$ cat src/rtl/man_link_pkg.sv
// man_link_pkg: shared types and constants for the SPI-to-Manchester link controller.
package man_link_pkg;

    localparam int unsigned DATA_W = 16;

    // Word returned to the SPI host when a transaction fails.
    localparam logic [DATA_W-1:0] ERR_WORD_DEF = 16'hFFFF;

    // Cycles the encoder is given to raise enc_busy after enc_start.
    localparam int unsigned ENC_RISE_CYC = 4;

    typedef enum logic [1:0] {
        IDLE,
        ISSUE,
        WAIT_ENC,
        WAIT_RESP
    } state_e;

endpackage

$ cat src/rtl/man_link_fifo.sv
// man_link_fifo: synchronous command queue with push/pop/full/empty/level.
// A push while full is taken only when a pop happens on the same edge.
module man_link_fifo #(
    parameter int unsigned DEPTH = 4,
    parameter int unsigned W     = 16
) (
    input  logic         clk_in,
    input  logic         rst,
    input  logic         push_i,
    input  logic         pop_i,
    input  logic [W-1:0] wdata_i,
    output logic [W-1:0] rdata_o,
    output logic         full_o,
    output logic         empty_o,
    output logic [4:0]   level_o
);

    localparam int unsigned AW = (DEPTH > 1) ? $clog2(DEPTH) : 1;

    logic [W-1:0]  mem_q [DEPTH];
    logic [AW-1:0] wptr_q, rptr_q;
    logic [4:0]    level_q, level_d;
    logic          do_push, do_pop;

    assign empty_o = (level_q == 5'd0);
    assign full_o  = (level_q == 5'(DEPTH));
    assign level_o = level_q;
    assign rdata_o = mem_q[rptr_q];

    assign do_pop  = pop_i && !empty_o;
    assign do_push = push_i && (!full_o || do_pop);

    // Occupancy next-state
    always_comb begin
        level_d = level_q;
        if (do_push && !do_pop)
            level_d = level_q + 5'd1;
        else if (!do_push && do_pop)
            level_d = level_q - 5'd1;
    end

    // Pointers and occupancy; depth is a power of two so pointers wrap naturally
    always_ff @(posedge clk_in or negedge rst) begin
        if (!rst) begin
            wptr_q  <= '0;
            rptr_q  <= '0;
            level_q <= 5'd0;
        end else begin
            if (do_push) wptr_q <= wptr_q + AW'(1);
            if (do_pop)  rptr_q <= rptr_q + AW'(1);
            level_q <= level_d;
        end
    end

    // Storage array, no reset needed: contents are only read when level is non-zero
    always_ff @(posedge clk_in) begin
        if (do_push) mem_q[wptr_q] <= wdata_i;
    end

endmodule

$ cat src/rtl/man_link_ctrl.sv
// man_link_ctrl: queues SPI command words, sends each through the Manchester
// encoder, waits for the decoded response and hands it back for the next SPI frame.
// Optional feature: define MAN_LINK_RETRY_EN to re-issue a timed-out command once.
module man_link_ctrl
    import man_link_pkg::*;
#(
    parameter int unsigned       FIFO_DEPTH  = 4,
    parameter int unsigned       TIMEOUT_CYC = 2400,
    parameter logic [DATA_W-1:0] ERR_WORD    = ERR_WORD_DEF
) (
    input  logic              clk_in,
    input  logic              rst,
    input  logic              spi_rx_flag,
    input  logic [DATA_W-1:0] spi_rx_data,
    output logic              enc_start,
    output logic [DATA_W-1:0] enc_data,
    input  logic              enc_busy,
    input  logic              dec_valid,
    input  logic [DATA_W-1:0] dec_data,
    output logic [DATA_W-1:0] spi_tx_data,
    output logic              busy,
    output logic [4:0]        fifo_level,
    output logic              overflow_err,
    output logic              timeout_err
);

    localparam int unsigned      CNT_W     = $clog2(TIMEOUT_CYC) + 1;
    localparam logic [CNT_W-1:0] RESP_LAST = CNT_W'(TIMEOUT_CYC - 1);
    localparam logic [CNT_W-1:0] RISE_LAST = CNT_W'(ENC_RISE_CYC - 1);

    state_e            state_q, state_d;
    logic [CNT_W-1:0]  cnt_q, cnt_d;
    logic              rise_q, rise_d;
    logic              enc_start_q, enc_start_d;
    logic [DATA_W-1:0] enc_data_q, enc_data_d;
    logic [DATA_W-1:0] spi_tx_q, spi_tx_d;
    logic              ovf_q, to_q, to_d;

    logic              fifo_full, fifo_empty, pop, drop;
    logic [DATA_W-1:0] fifo_head;
    logic              to_evt, retry_go, reissue;

    man_link_fifo #(
        .DEPTH (FIFO_DEPTH),
        .W     (DATA_W)
    ) u_fifo (
        .clk_in  (clk_in),
        .rst     (rst),
        .push_i  (spi_rx_flag),
        .pop_i   (pop),
        .wdata_i (spi_rx_data),
        .rdata_o (fifo_head),
        .full_o  (fifo_full),
        .empty_o (fifo_empty),
        .level_o (fifo_level)
    );

    assign drop = spi_rx_flag && fifo_full && !pop;

    // A timeout is either the encoder never starting or the response never arriving;
    // a response landing on the final cycle takes priority.
    assign to_evt = ((state_q == WAIT_ENC) && !rise_q && !enc_busy && (cnt_q == RISE_LAST))
                 || ((state_q == WAIT_RESP) && !dec_valid && (cnt_q == RESP_LAST));

`ifdef MAN_LINK_RETRY_EN
    logic retry_q, retry_d;

    // First timeout of a command re-issues the held word; the second one fails it
    assign retry_go = to_evt && !retry_q;
    assign reissue  = retry_q;

    // Per-command retry marker, cleared whenever the FSM is back in IDLE
    always_ff @(posedge clk_in or negedge rst) begin
        if (!rst) retry_q <= 1'b0;
        else      retry_q <= retry_d;
    end

    // Retry marker next-state
    always_comb begin
        retry_d = retry_q;
        if (state_q == IDLE) retry_d = 1'b0;
        else if (retry_go)   retry_d = 1'b1;
    end
`else
    assign retry_go = 1'b0;
    assign reissue  = 1'b0;
`endif

    // FSM state register
    always_ff @(posedge clk_in or negedge rst) begin
        if (!rst) state_q <= IDLE;
        else      state_q <= state_d;
    end

    // FSM next-state logic
    always_comb begin
        state_d = state_q;
        unique case (state_q)
            IDLE:      if (!fifo_empty && !enc_busy) state_d = ISSUE;
            ISSUE:     state_d = WAIT_ENC;
            WAIT_ENC: begin
                if (to_evt)                  state_d = retry_go ? ISSUE : IDLE;
                else if (rise_q && !enc_busy) state_d = WAIT_RESP;
            end
            WAIT_RESP: begin
                if (dec_valid)   state_d = IDLE;
                else if (to_evt) state_d = retry_go ? ISSUE : IDLE;
            end
            default:   state_d = IDLE;
        endcase
    end

    // FSM output logic: queue pop, encoder handoff, counter and response capture
    always_comb begin
        pop         = 1'b0;
        enc_start_d = 1'b0;
        enc_data_d  = enc_data_q;
        spi_tx_d    = spi_tx_q;
        to_d        = to_q;
        cnt_d       = cnt_q;
        rise_d      = rise_q;
        unique case (state_q)
            IDLE: ;
            ISSUE: begin
                enc_start_d = 1'b1;
                cnt_d       = '0;
                rise_d      = 1'b0;
                // A retry resends the word still held in enc_data
                if (!reissue) begin
                    pop        = 1'b1;
                    enc_data_d = fifo_head;
                end
            end
            WAIT_ENC: begin
                if (!rise_q) begin
                    if (enc_busy)     rise_d = 1'b1;
                    else if (!to_evt) cnt_d  = cnt_q + CNT_W'(1);
                end else if (!enc_busy) begin
                    cnt_d = '0;
                end
            end
            WAIT_RESP: begin
                if (dec_valid)    spi_tx_d = dec_data;
                else if (!to_evt) cnt_d    = cnt_q + CNT_W'(1);
            end
            default: ;
        endcase
        if (to_evt && !retry_go) begin
            spi_tx_d = ERR_WORD;
            to_d     = 1'b1;
        end
    end

    // Datapath and sticky error registers
    always_ff @(posedge clk_in or negedge rst) begin
        if (!rst) begin
            cnt_q       <= '0;
            rise_q      <= 1'b0;
            enc_start_q <= 1'b0;
            enc_data_q  <= '0;
            spi_tx_q    <= '0;
            ovf_q       <= 1'b0;
            to_q        <= 1'b0;
        end else begin
            cnt_q       <= cnt_d;
            rise_q      <= rise_d;
            enc_start_q <= enc_start_d;
            enc_data_q  <= enc_data_d;
            spi_tx_q    <= spi_tx_d;
            ovf_q       <= ovf_q | drop;
            to_q        <= to_d;
        end
    end

    assign enc_start    = enc_start_q;
    assign enc_data     = enc_data_q;
    assign spi_tx_data  = spi_tx_q;
    assign overflow_err = ovf_q;
    assign timeout_err  = to_q;
    assign busy         = (state_q != IDLE) || !fifo_empty;

endmodule
$ cat config.mk
export PLATFORM = sky130hd
export DESIGN_NAME = man_link_ctrl
export DESIGN_NICKNAME = d
export VERILOG_FILES = /design/src/rtl/man_link_pkg.sv /design/src/rtl/man_link_fifo.sv /design/src/rtl/man_link_ctrl.sv
export SDC_FILE = /design/constraint.sdc
export NUM_CORES = 1
export LEC_CHECK = 0
export CORE_AREA = 2 2 102 104
export DETAILED_ROUTE_END_ITERATION = 16
export DIE_AREA = 0 0 104 106
export DONT_BUFFER_PORTS = 1
export PLACE_DENSITY = 0.77
export RECOVER_POWER = 25
export SLEW_MARGIN = 20
export SYNTH_ARGS = -nofsm -noshare
export SYNTH_HDL_FRONTEND = slang
export SYNTH_HIERARCHICAL = 1
export SYNTH_SLANG_ARGS = --single-unit
$ cat constraint.sdc
create_clock -name clk_in -period 3 [get_ports clk_in]
set_input_delay 0.75 -clock clk_in [delete_from_list [all_inputs] [get_ports clk_in]]
set_output_delay 0.75 -clock clk_in [all_outputs]
set_load 0.02 [all_outputs]
Yosys cells after proc, flatten, opt, wreduce, memory -nomap -nowiden --
Memories as Yosys holds them, arrays and structs flattened. A register that Yosys moved wholly into a read port is not among the register bits. Index checks and enable logic that the tools add are counted.
Storage, ports and cells: bits in registers 44, latch bits 0, memory bits (writable) 64, ROM bits 0, input port bits 37, output and inout bits 41, word-level logic and storage cells 87, memories 1
Memories:
- u_fifo.mem_q | depth 4, bits a word 16, read ports 1, clocked after Yosys merged registers in 1, write ports 1, line man_link_fifo.sv:20 | logic [W-1:0] mem_q [DEPTH];
Operators by class: add/sub/neg operators 5, multiply operators 0, div/mod/pow operators 0, order comparisons 0, equality and inequality tests 11, shift-type cells 0, multiplexer cells 23, bitwise gates (word level) 1, reductions and logical operators 36
Operators with widths (number):
- 13-bit 2-to-1 mux | 5
- 16-bit 2-to-1 mux | 3
- 13-bit one-hot mux with 3 select lines | 1
- 13-bit by 1-bit adder with 13-bit output, second input constant | 1
- 13-bit by 12-bit equality test with 1-bit output, second input constant | 1
- 13-bit by 2-bit equality test with 1-bit output, second input constant | 1
- 1-bit logical AND | 13
- 2-bit 2-to-1 mux | 5
- 5-bit 2-to-1 mux | 2
- 2-bit nonzero test | 5
- 1-bit zero test | 9
- 2-bit one-hot mux with 4 select lines | 1
- 2-bit != test, second input constant | 3
- 3-bit AND reduction | 2
- 5-bit by 1-bit adder with 5-bit output, second input constant | 1
- 5-bit by 3-bit equality test with 1-bit output, second input constant | 1
- 5-bit zero test | 1
- 1-bit 2-to-1 mux | 5
- 5-bit by 1-bit subtractor with 5-bit output, second input constant | 1
- 2-bit by 1-bit adder with 2-bit output, second input constant | 2
- 2-bit equality test, second input constant | 2
- 1-bit logical OR | 3
- 3-bit by 2-bit != test with 1-bit output, second input constant | 1
- 3-bit != test, second input constant | 1
- 6 further kinds | 6

Logic depth before layout (Yosys ltp) --
word-level depth 9, mapped depth 9, mapped depth without buffers 9

By module --
The synthesis kept the hierarchy.
Modules (own cells, without submodules):
- man_link_fifo | times used 1, cells an instance 147, area each 2954.1 um^2, seq. area each 2147.1 um^2
- man_link_ctrl | times used 1, cells an instance 226, area each 2337.2 um^2, seq. area each 1276.2 um^2

Least setup slack after synthesis --
OpenSTA, ideal clock, no wires.
path type reg2reg, start point reg u_fifo.level_q[0] (netlist: u_fifo/level_o[0]), end point reg u_fifo.level_q[4] (netlist: u_fifo/level_o[4]), setup time 131 ps, data arrival time 2766 ps, data required time 2869 ps, setup slack 103 ps, cell stages (with the launch flop) 9, buffers on the path 0, period minus slack after synthesis 2897 ps, path through dfrtp_1 or4_4 o31a_4 ha_1 inv_1 ha_1 or4_1 o211ai_1 o211ai_1
Between the ends: word-level cells in the longest chain between the ends 8, elaborated cells on any way between the ends 16, classes of those cells 2 x add/sub; 1 x eq/ne; 2 x mux; 11 x reduce/logical
RTL lines:
- from (decl) | line man_link_fifo.sv:22 | logic [4:0] level_q, level_d;
- from (signal assigned) | line man_link_fifo.sv:51 | level_q <= level_d;
- 5-bit zero test | line man_link_fifo.sv:25 | assign empty_o = (level_q == 5'd0);
- 1-bit zero test | line man_link_fifo.sv:30 | assign do_pop = pop_i && !empty_o;
- 1-bit logical AND | line man_link_fifo.sv:30
- 1-bit logical OR * | line man_link_fifo.sv:31 | assign do_push = push_i && (!full_o || do_pop);
- 1-bit logical AND * | line man_link_fifo.sv:31
- net u_fifo.do_push | line man_link_fifo.sv:23 | logic do_push, do_pop;
- 1-bit zero test | line man_link_fifo.sv:38 | else if (!do_push && do_pop)
- 1-bit logical AND | line man_link_fifo.sv:38
- 2-bit nonzero test (no line)
Mark *: on every way through the listed nets, which the timed path passes. The rest lies on a longest branch. The select of a mux whose other input is x is not followed. A chain may end at the register's enable or synchronous reset.

Worst setup path in the final report --
Ends and elaborated chain as after synthesis.

==> results.toml <==
[yosys]
yosysSeqAreaShare = 0.6470
synth-edff-count = 64
synthTopCellsByArea = "edfxtp_1 (36%), dfrtp_1 (28%), mux4_2 (6.8%)"
yosys.cell_count.top_type = "edfxtp_1"
netlist_area_um2 = 5291
synthTopCellsByCount = "edfxtp_1 (64), dfrtp_1 (60), nand2_1 (48)"
synth_area_leader_cell = "edfxtp_1"
async_flop_share = 0.4839
ys_types = 48
syn_inst = 373
synthesis.nets = 425
ys_warn_count = 6
synth.avg_cell_area_um2 = 14.19
synth_top_area_frac = 0.3632
ys_seq_elements = 124
ys.flop_type = "edfxtp_1"

[placed_design]
place_area_um2 = 5482
io_buffers = 0
place_ws_ns = 0.06604
dpl.hpwl_um = 6472
place_congestion = 0.7856
dpl.cell_count = 504

[worst_hold_path]
hp-class = "primary input to flop"

[critical_path]
critPathArrivalTime_ns = 3.20
slowest_delay_ns = 0.58
crit_fanout = 7
worst_setup_path_end_kind = "flop"
crit_type = "flop to flop"
startpoint_type = "flop"
critical_path.cell_chain = "or4_4 -> o31a_4 -> ha_2 -> inv_2 -> ha_2 -> or4_1 -> o211ai_1 -> o211ai_1"
critPathSlowestCell = "or4_4"
cp.required_ns = 3.40

[die]
start_util = 0.5292
coreArea_um2 = 10000
die_w_um = 104
die_area_um2 = 11020
io_pins = 78
die_h_um = 106
fp-row-count = 37

[global_route]
grt_overflow = 0
grt_usage = 0.1978
grt_pass1_vias = 3080
grt_start_max_net_pins = 61
antenna_found_initial = 0
grt_first_pass_wirelength_um = 16300

[cells_and_area]
syn_to_final_growth_pct = 14.47
fin_nets = 440
fin_cells = 537
diodes = 0
stdcell_area_um2 = 6057
drive_gt1_frac = 0.2219

[timing]
slew_viol_final = 61
fin_crit_ns = 2.802
holdWs_ns = 0.3181
fmax_mhz = 356.9
setup_ws_ns = 0.1983
period_share = 0.9339
skew_ns = 0.006782
worstMarginPinSlew_ns = 1.547
finalSetupViolCount = 0
max_slew_margin = -0.03126
hold_viol = 0
tns_ns = 0
rsz0062_at_grt = "no"

[cts]
clockRootBuffer = "clkbuf_8"
clk_pin_slew_ns = 0.07
cts_buffers = 17
clockBufferDepth = 2
cts_tree = "yes"
cts.sinks = 124
clock_latency_ns = 0.52
htreeDepth = 4

[power_and_ir_drop]
peakVddDrop_mv = 0.5262
powerDensity_nw_per_um2 = 1134
power.leakage_nw = 2.362

[drt]
wl_per_cell_um = 18.95
routed_wl_um = 10180
routed_via_density = 5.797
via_count = 3113
drc_errors = 0
drtPass1Iterations = 4
drt_iter0_drc = 197
ant_nets = 0

[run_status]
status = "finished, violations left"
violations = "max-capacitance violations, max-slew violations"

[flow_run]
drv_cap = 1
critical path, delay by kind of cell, from the launching register on:
family          cells  cell delay [ns]
simple gates        2             1.09
buf+inv             1             0.11
fa+ha+maj           2             0.55
compound gates      3             0.54
flops               1             0.38
through the flow:
stage,util,power (mW)
2_1_floorplan,-,4.399
3_3_place_gp,0.5482,4.836
3_5_place_dp,0.5482,4.947
4_1_cts,0.6071,6.898
5_1_grt,0.6057,7.252
6_report,0.6057,6.869
layer usage:
| layer | part of all wire | vias up | routed length, µm | global-route usage |
|---|---|---|---|---|
| met5 | 0 | - | 0 | 0 |
| met4 | 0.013 | 0 | 133 | 0.05502 |
| met3 | 0.064 | 10 | 650 | 0.08768 |
| met2 | 0.51 | 96 | 5158 | 0.3177 |
| met1 | 0.42 | 1569 | 4236 | 0.2462 |
| li1 | - | 1438 | - | - |
where the power goes:
| part | switching (mW) | internal [mW] | total, mW |
|---|---|---|---|
| sequential | 0.655 | 2.33 | 2.98 |
| combinational | 1.05 | 0.939 | 1.99 |
| clock | 0.836 | 1.06 | 1.90 |
| total | 2.54 | 4.33 | 6.87 |
final cells by class:
class,instances,area (µm²)
clock inverter,15,147.6
timing repair buffer,9,77.57
clock buffer,17,414.1
multi-input combinational,225,1783
sequential,124,3423
tap,136,170.2
fill,772,3943
inverter,11,41.29
layout by cell type (no fill, tap or decap), types with 13 or more instances in the layout:
master and count:
edfxtp_1 64, dfrtp_1 60, nand2_1 48, nand3_1 29, mux2_2 17, clkbuf_16 16
mux4_2 16, o21ai_0 13
state kept, by name (all words and copies together), names as in the netlist:
| register | flops |
|---|---|
| u_fifo/rptr_q | 2 |
| spi_tx_data | 16 |
| cnt_q | 13 |
| u_fifo/wptr_q | 2 |
| overflow_err | 1 |
| rise_q | 1 |
| state_q | 2 |
| u_fifo/level_o | 5 |
| u_fifo/mem_q | 64 |
| timeout_err | 1 |
| enc_data | 16 |
| enc_start | 1 |
what timing repair did:
| action | CTS | global route |
|---|---|---|
| hold endpoints to repair | 60 | 0 |
| gates resized for setup | 0 | 5 |
| setup buffers | 0 | 0 |
| endpoints found under the setup margin | 0 | 2 |
| hold buffers | 1 | 0 |
logic make-up (layout without fill, tap and decap cells):
family,count (synthesis),after routing,share of synthesized area
simple gates,124,124,0.1192
fa+ha+maj,15,15,0.03689
compound gates,43,43,0.05699
xor+xnor,8,8,0.01324
flops,124,124,0.6470
mux,35,35,0.1090
buf+inv,24,52,0.01773
worst paths after layout:
kind,start,endpoint,slack [ns],cells past startpoint
worst max-delay path,u_fifo/level_o[0],u_fifo/level_o[4],0.20,8
worst min-delay path,spi_rx_data[8],u_fifo/mem_q[1][8],0.32,0
worst max register to register,u_fifo/level_o[0],u_fifo/level_o[4],0.20,8
worst min register to register,cnt_q[11],cnt_q[11],0.55,1
max in group asynchronous,rst,enc_data[15],1.46,1
min in group asynchronous,rst,enc_data[8],0.59,1
Note: power is estimated with default switching activity, not from simulation.
